[src/rtl/systolic_array.sv]
// ============================================================================
// Module   : systolic_array
// Brief    : N x N weight-stationary systolic MAC array with per-node taps.
// Revision : 1.0 - initial release
// ============================================================================
`default_nettype none

module systolic_array #(
    parameter int ARRAY_SIZE = 2,
    parameter int DATA_WIDTH = 4
) (
    input  logic                                                   clk,
    input  logic                                                   reset,
    input  logic                                                   load,
    input  logic [ARRAY_SIZE*DATA_WIDTH-1:0]                       weights,
    input  logic [ARRAY_SIZE*DATA_WIDTH-1:0]                       activations,
    output logic [ARRAY_SIZE*DATA_WIDTH*DATA_WIDTH-1:0]            output_row,
    output logic [ARRAY_SIZE*(ARRAY_SIZE+1)*DATA_WIDTH-1:0]        act_tb,
    output logic [ARRAY_SIZE*(ARRAY_SIZE+1)*DATA_WIDTH-1:0]        weight_tb,
    output logic [ARRAY_SIZE*(ARRAY_SIZE+1)*DATA_WIDTH*DATA_WIDTH-1:0] sum_tb
);

    localparam int c_pw    = DATA_WIDTH * DATA_WIDTH;
    localparam int c_nodes = ARRAY_SIZE + 1;

    logic [DATA_WIDTH-1:0] r_weight [ARRAY_SIZE][ARRAY_SIZE];
    logic [DATA_WIDTH-1:0] r_act    [ARRAY_SIZE][ARRAY_SIZE];
    logic [c_pw-1:0]       r_psum   [ARRAY_SIZE][ARRAY_SIZE];

    logic [DATA_WIDTH-1:0] w_act_in  [ARRAY_SIZE][ARRAY_SIZE];
    logic [c_pw-1:0]       w_psum_in [ARRAY_SIZE][ARRAY_SIZE];
    logic [c_pw-1:0]       w_mac     [ARRAY_SIZE][ARRAY_SIZE];

    for (genvar r = 0; r < ARRAY_SIZE; r++) begin : g_row
        for (genvar c = 0; c < ARRAY_SIZE; c++) begin : g_col
            if (c == 0) begin : g_act_edge
                assign w_act_in[r][c] = activations[r*DATA_WIDTH +: DATA_WIDTH];
            end else begin : g_act_chain
                assign w_act_in[r][c] = r_act[r][c-1];
            end

            if (r == 0) begin : g_sum_edge
                assign w_psum_in[r][c] = '0;
            end else begin : g_sum_chain
                assign w_psum_in[r][c] = r_psum[r-1][c];
            end

            // Product is formed at psum width so the accumulate wraps modulo 2^(W*W).
            assign w_mac[r][c] = w_psum_in[r][c]
                               + c_pw'(w_act_in[r][c]) * c_pw'(r_weight[r][c]);
        end
    end

    always_ff @(posedge clk or negedge reset) begin
        if (!reset) begin
            for (int r = 0; r < ARRAY_SIZE; r++) begin
                for (int c = 0; c < ARRAY_SIZE; c++) begin
                    r_weight[r][c] <= '0;
                    r_act[r][c]    <= '0;
                    r_psum[r][c]   <= '0;
                end
            end
        end else begin
            if (load) begin
                for (int c = 0; c < ARRAY_SIZE; c++) begin
                    r_weight[0][c] <= weights[c*DATA_WIDTH +: DATA_WIDTH];
                    for (int r = 1; r < ARRAY_SIZE; r++) begin
                        r_weight[r][c] <= r_weight[r-1][c];
                    end
                end
            end
            for (int r = 0; r < ARRAY_SIZE; r++) begin
                for (int c = 0; c < ARRAY_SIZE; c++) begin
                    r_act[r][c]  <= w_act_in[r][c];
                    r_psum[r][c] <= w_mac[r][c];
                end
            end
        end
    end

    // Observation taps: node 0 of each chain is the array-edge input.
    for (genvar i = 0; i < ARRAY_SIZE; i++) begin : g_tap
        assign output_row[i*c_pw +: c_pw] = r_psum[ARRAY_SIZE-1][i];

        assign act_tb[(i*c_nodes)*DATA_WIDTH +: DATA_WIDTH] =
            activations[i*DATA_WIDTH +: DATA_WIDTH];
        assign weight_tb[(i*c_nodes)*DATA_WIDTH +: DATA_WIDTH] =
            weights[i*DATA_WIDTH +: DATA_WIDTH];
        assign sum_tb[(i*c_nodes)*c_pw +: c_pw] = '0;

        for (genvar k = 0; k < ARRAY_SIZE; k++) begin : g_node
            assign act_tb[(i*c_nodes+k+1)*DATA_WIDTH +: DATA_WIDTH]    = r_act[i][k];
            assign weight_tb[(i*c_nodes+k+1)*DATA_WIDTH +: DATA_WIDTH] = r_weight[k][i];
            assign sum_tb[(i*c_nodes+k+1)*c_pw +: c_pw]                = r_psum[k][i];
        end
    end

endmodule

`default_nettype wire

[config.mk]
export PLATFORM = sky130hd
export DESIGN_NAME = systolic_array
export DESIGN_NICKNAME = d
export VERILOG_FILES = /design/src/rtl/systolic_array.sv
export SDC_FILE = /design/constraint.sdc
export NUM_CORES = 1
export LEC_CHECK = 0
export CORE_ASPECT_RATIO = 0.9
export CORE_MARGIN = 2
export CORE_UTILIZATION = 49
export CTS_BUF_LIST = sky130_fd_sc_hd__clkbuf_8
export CTS_CLUSTER_DIAMETER = 50
export DETAILED_ROUTE_END_ITERATION = 8
export MAX_ROUTING_LAYER = met4
export PLACE_DENSITY = 0.89
export SLEW_MARGIN = 30
export SYNTH_ARGS = -nofsm -noshare
export SYNTH_HDL_FRONTEND = slang
export SYNTH_SLANG_ARGS = --single-unit
[constraint.sdc]
create_clock -name clk -period 6.2 [get_ports clk]
set_input_delay 0.93 -clock clk [delete_from_list [all_inputs] [get_ports clk]]
set_output_delay 0.93 -clock clk [all_outputs]
set_load 0.02 [all_outputs]
==> impl_metrics.env <==
export IMPL_max_cap_viol_count=0
export IMPL_p_leak_nw=3.00
export IMPL_power_density_mw_per_mm2=368
export IMPL_fillers=814
export IMPL_rsz0062_at_grt="no"
export IMPL_post_dp_hpwl_um=7890
export IMPL_hold_buffers=0
export IMPL_ys_seq_elements=66
export IMPL_critPathRequiredTime_ns=6.42
export IMPL_dp_cells=673
export IMPL_critical_path_endpoint_type="register"
export IMPL_final_nets=661
export IMPL_synthCells=465
export IMPL_grt_overflow_total=0
export IMPL_p_total_w=0.00216
export IMPL_vdd_drop_max_uv=233
export IMPL_synth_edf_count=0
export IMPL_routed_wl_um=9840
export IMPL_yosysSeqAreaShare_pct=33.7
export IMPL_core_area_mm2=0.00970
export IMPL_hold_viol=0
export IMPL_antenna_found_initial=0
export IMPL_relSlewSlack_pct=44.5
export IMPL_syn_area_per_cell_um2=10.5
export IMPL_timing_final_crit_share_pct=67.2
export IMPL_power_switching_w=0.000897
export IMPL_clock_sinks=66
export IMPL_ys_flop_type="dfrtp_1"
export IMPL_start_kind="primary input"
export IMPL_io_pins=195
export IMPL_synthArstFlopShare_pct=100
export IMPL_row_count=34
export IMPL_cts_root_buf="clkbuf_8"
export IMPL_finalSetupViolations=0
export IMPL_synth_area_top_cells="dfrtp_1 34%, buf_4 17%, ha_1 15%"
export IMPL_p_sw_share_pct=41.5
export IMPL_diodes=0
export IMPL_yosysMostFrequentCell="buf_4"
export IMPL_skew_ns=0.00753
export IMPL_start_util_pct=50.5
export IMPL_clkPwrFrac_pct=14.7
export IMPL_postCtsSetupBuffers=0
export IMPL_first_pass_iters=4
export IMPL_cts_resized=0
export IMPL_synth_area_mm2=0.00490
export IMPL_p_int_w=0.00126
export IMPL_status="finished, final reports clean"
export IMPL_crit_fanout=6
export IMPL_chipHeight_um=98.9
export IMPL_die_w_um=109
export IMPL_synth_largest_area_cell="dfrtp_1"
export IMPL_hold_path_class="register to register"
export IMPL_final_max_slew_viol_count=0
export IMPL_syn_to_final_growth_pct=19.5
export IMPL_clk_latency_ns=0.33
export IMPL_path_class="primary input to register"
export IMPL_power_frac_seq_pct=28.6
export IMPL_synth_cell_types=22
export IMPL_max_slew_worst_pin_slew_ns=0.833
export IMPL_cts_tree="done"
export IMPL_gp_congestion=0.811
export IMPL_cts_buffers=9
export IMPL_synth_common_cells="110 x buf_4, 66 x dfrtp_1, 59 x inv_1"
export IMPL_cts_reportedPaths_clkPinSlew_ns=0.07
export IMPL_max_freq_mhz=240
export IMPL_ant_nets=0
export IMPL_p_comb_share_pct=56.7
export IMPL_grt_pass1_wl_um=15400
export IMPL_post_drt_wl_per_cell_um=14.3
export IMPL_ys_warn_count=0
export IMPL_first_global_vias=3171
export IMPL_synth_top_cell_area_share_pct=33.7
export IMPL_drive_above_1_share_pct=6.41
export IMPL_grtUsageTotal_pct=19.1
export IMPL_fin_tns_setup_ns=0
export IMPL_route_detailed_drc=0
export IMPL_clock_path_buffers=2
export IMPL_first_iter_violations=76
export IMPL_io_buffers=118
export IMPL_grt_max_degree=67
export IMPL_routed_via_count=3109
export IMPL_crit_arrival_ns=4.38
export IMPL_finalNonFillerCells=688
export IMPL_h_tree_depth=3
export IMPL_die_area_mm2=0.0108
export IMPL_viasPerCell=4.52
export IMPL_period_needed_ns=4.17
power groups by stage:
stage	combinational (W)	sequential, W	clock (W)
2_1_floorplan	0.000759	0.000728	0
3_3_place_gp	0.00117	0.000625	0
3_5_place_dp	0.00122	0.000629	0
4_1_cts	0.00123	0.000621	0.000328
5_1_grt	0.00134	0.000632	0.000343
6_report	0.00122	0.000617	0.000318
cell type report:
type	count	area, um^2	share of cell area, %
repair buffers	119	1180	20.2
clock buffers	11	151	2.58
inverters	59	221	3.78
clock inverters	4	18.8	0.320
flip-flops and latches	66	1650	28.2
well taps	126	158	2.69
multi-input cells	303	2470	42.2
final timing paths:
path,start,endpoint,slack (ns),cells past startpoint
max reg2reg,weight_tb[11],output_row[8],2.74,10
max,activations[4],output_row[8],2.03,11
min in group asynchronous,reset,act_tb[11],0.77,2
min,act_tb[7],act_tb[11],0.49,0
max in group asynchronous,reset,sum_tb[19],4.88,2
min reg2reg,act_tb[7],act_tb[11],0.49,0
registers in the layout (all words and copies together), names as in the netlist:
name        flops
act_tb         16
weight_tb      16
output_row     18
sum_tb         16
per-stage QoR:
stage	setup WS (ns)	utilization [%]	hold WS, ns	instance area [um^2]
6_report	2.03	60.4	0.489	5860
5_1_grt	1.87	60.4	0.517	5860
4_1_cts	2.06	60.4	0.492	5860
3_5_place_dp	1.71	58.7	0.469	5690
3_3_place_gp	1.88	58.7	0.476	5690
2_1_floorplan	2.51	-	0.546	5180
placed cells by master, fill, tap and decap left out, types with 4 or more instances in the layout:
cell type        netlist  layout
inv_1                 59      60
conb_1                 1      76
and2_1                36      36
clkbuf_8               0      11
nor2_1                10      10
xnor2_1               14      14
a21oi_1               13      13
ha_1                  58      58
clkdlybuf4s50_1        0     117
nand2_1               28      28
dfrtp_1               66      66
fa_1                  26      26
mux2_2                16      16
a21o_1                 5       5
xor2_1                 6       6
o21bai_1               4       4
kinds of logic after synthesis:
kind of cell | Yosys count | synth area share (%)
AO/OA/AOI/OAI | 28 | 3.85
XOR/XNOR | 20 | 3.57
adder cells (fa/ha/maj) | 84 | 25.4
buffers and inverters | 171 | 21.6
flip-flops | 66 | 33.7
multiplexers | 16 | 3.68
other | 1 | 0.0765
AND/OR/NAND/NOR | 79 | 8.14
per-layer routing:
layer	GRT usage, %	vias up	routed length (um)
met2	33.4	117	5330
li1	-	1456	-
met5	-	-	0
met4	5.36	0	120
met1	22.0	1521	3830
met3	3.90	15	553
critical path, stage by stage:
cell and delay [ns]:
clkdlybuf4s50_1 0.57, nand2_1 0.12, fa_1 0.53, fa_1 0.53, fa_1 0.52, inv_1 0.05, ha_1 0.33, nor2b_1 0.18
a311oi_2 0.35, a21oi_1 0.14, xor2_1 0.16
No activity file was read; power rests on OpenSTA's default activity.
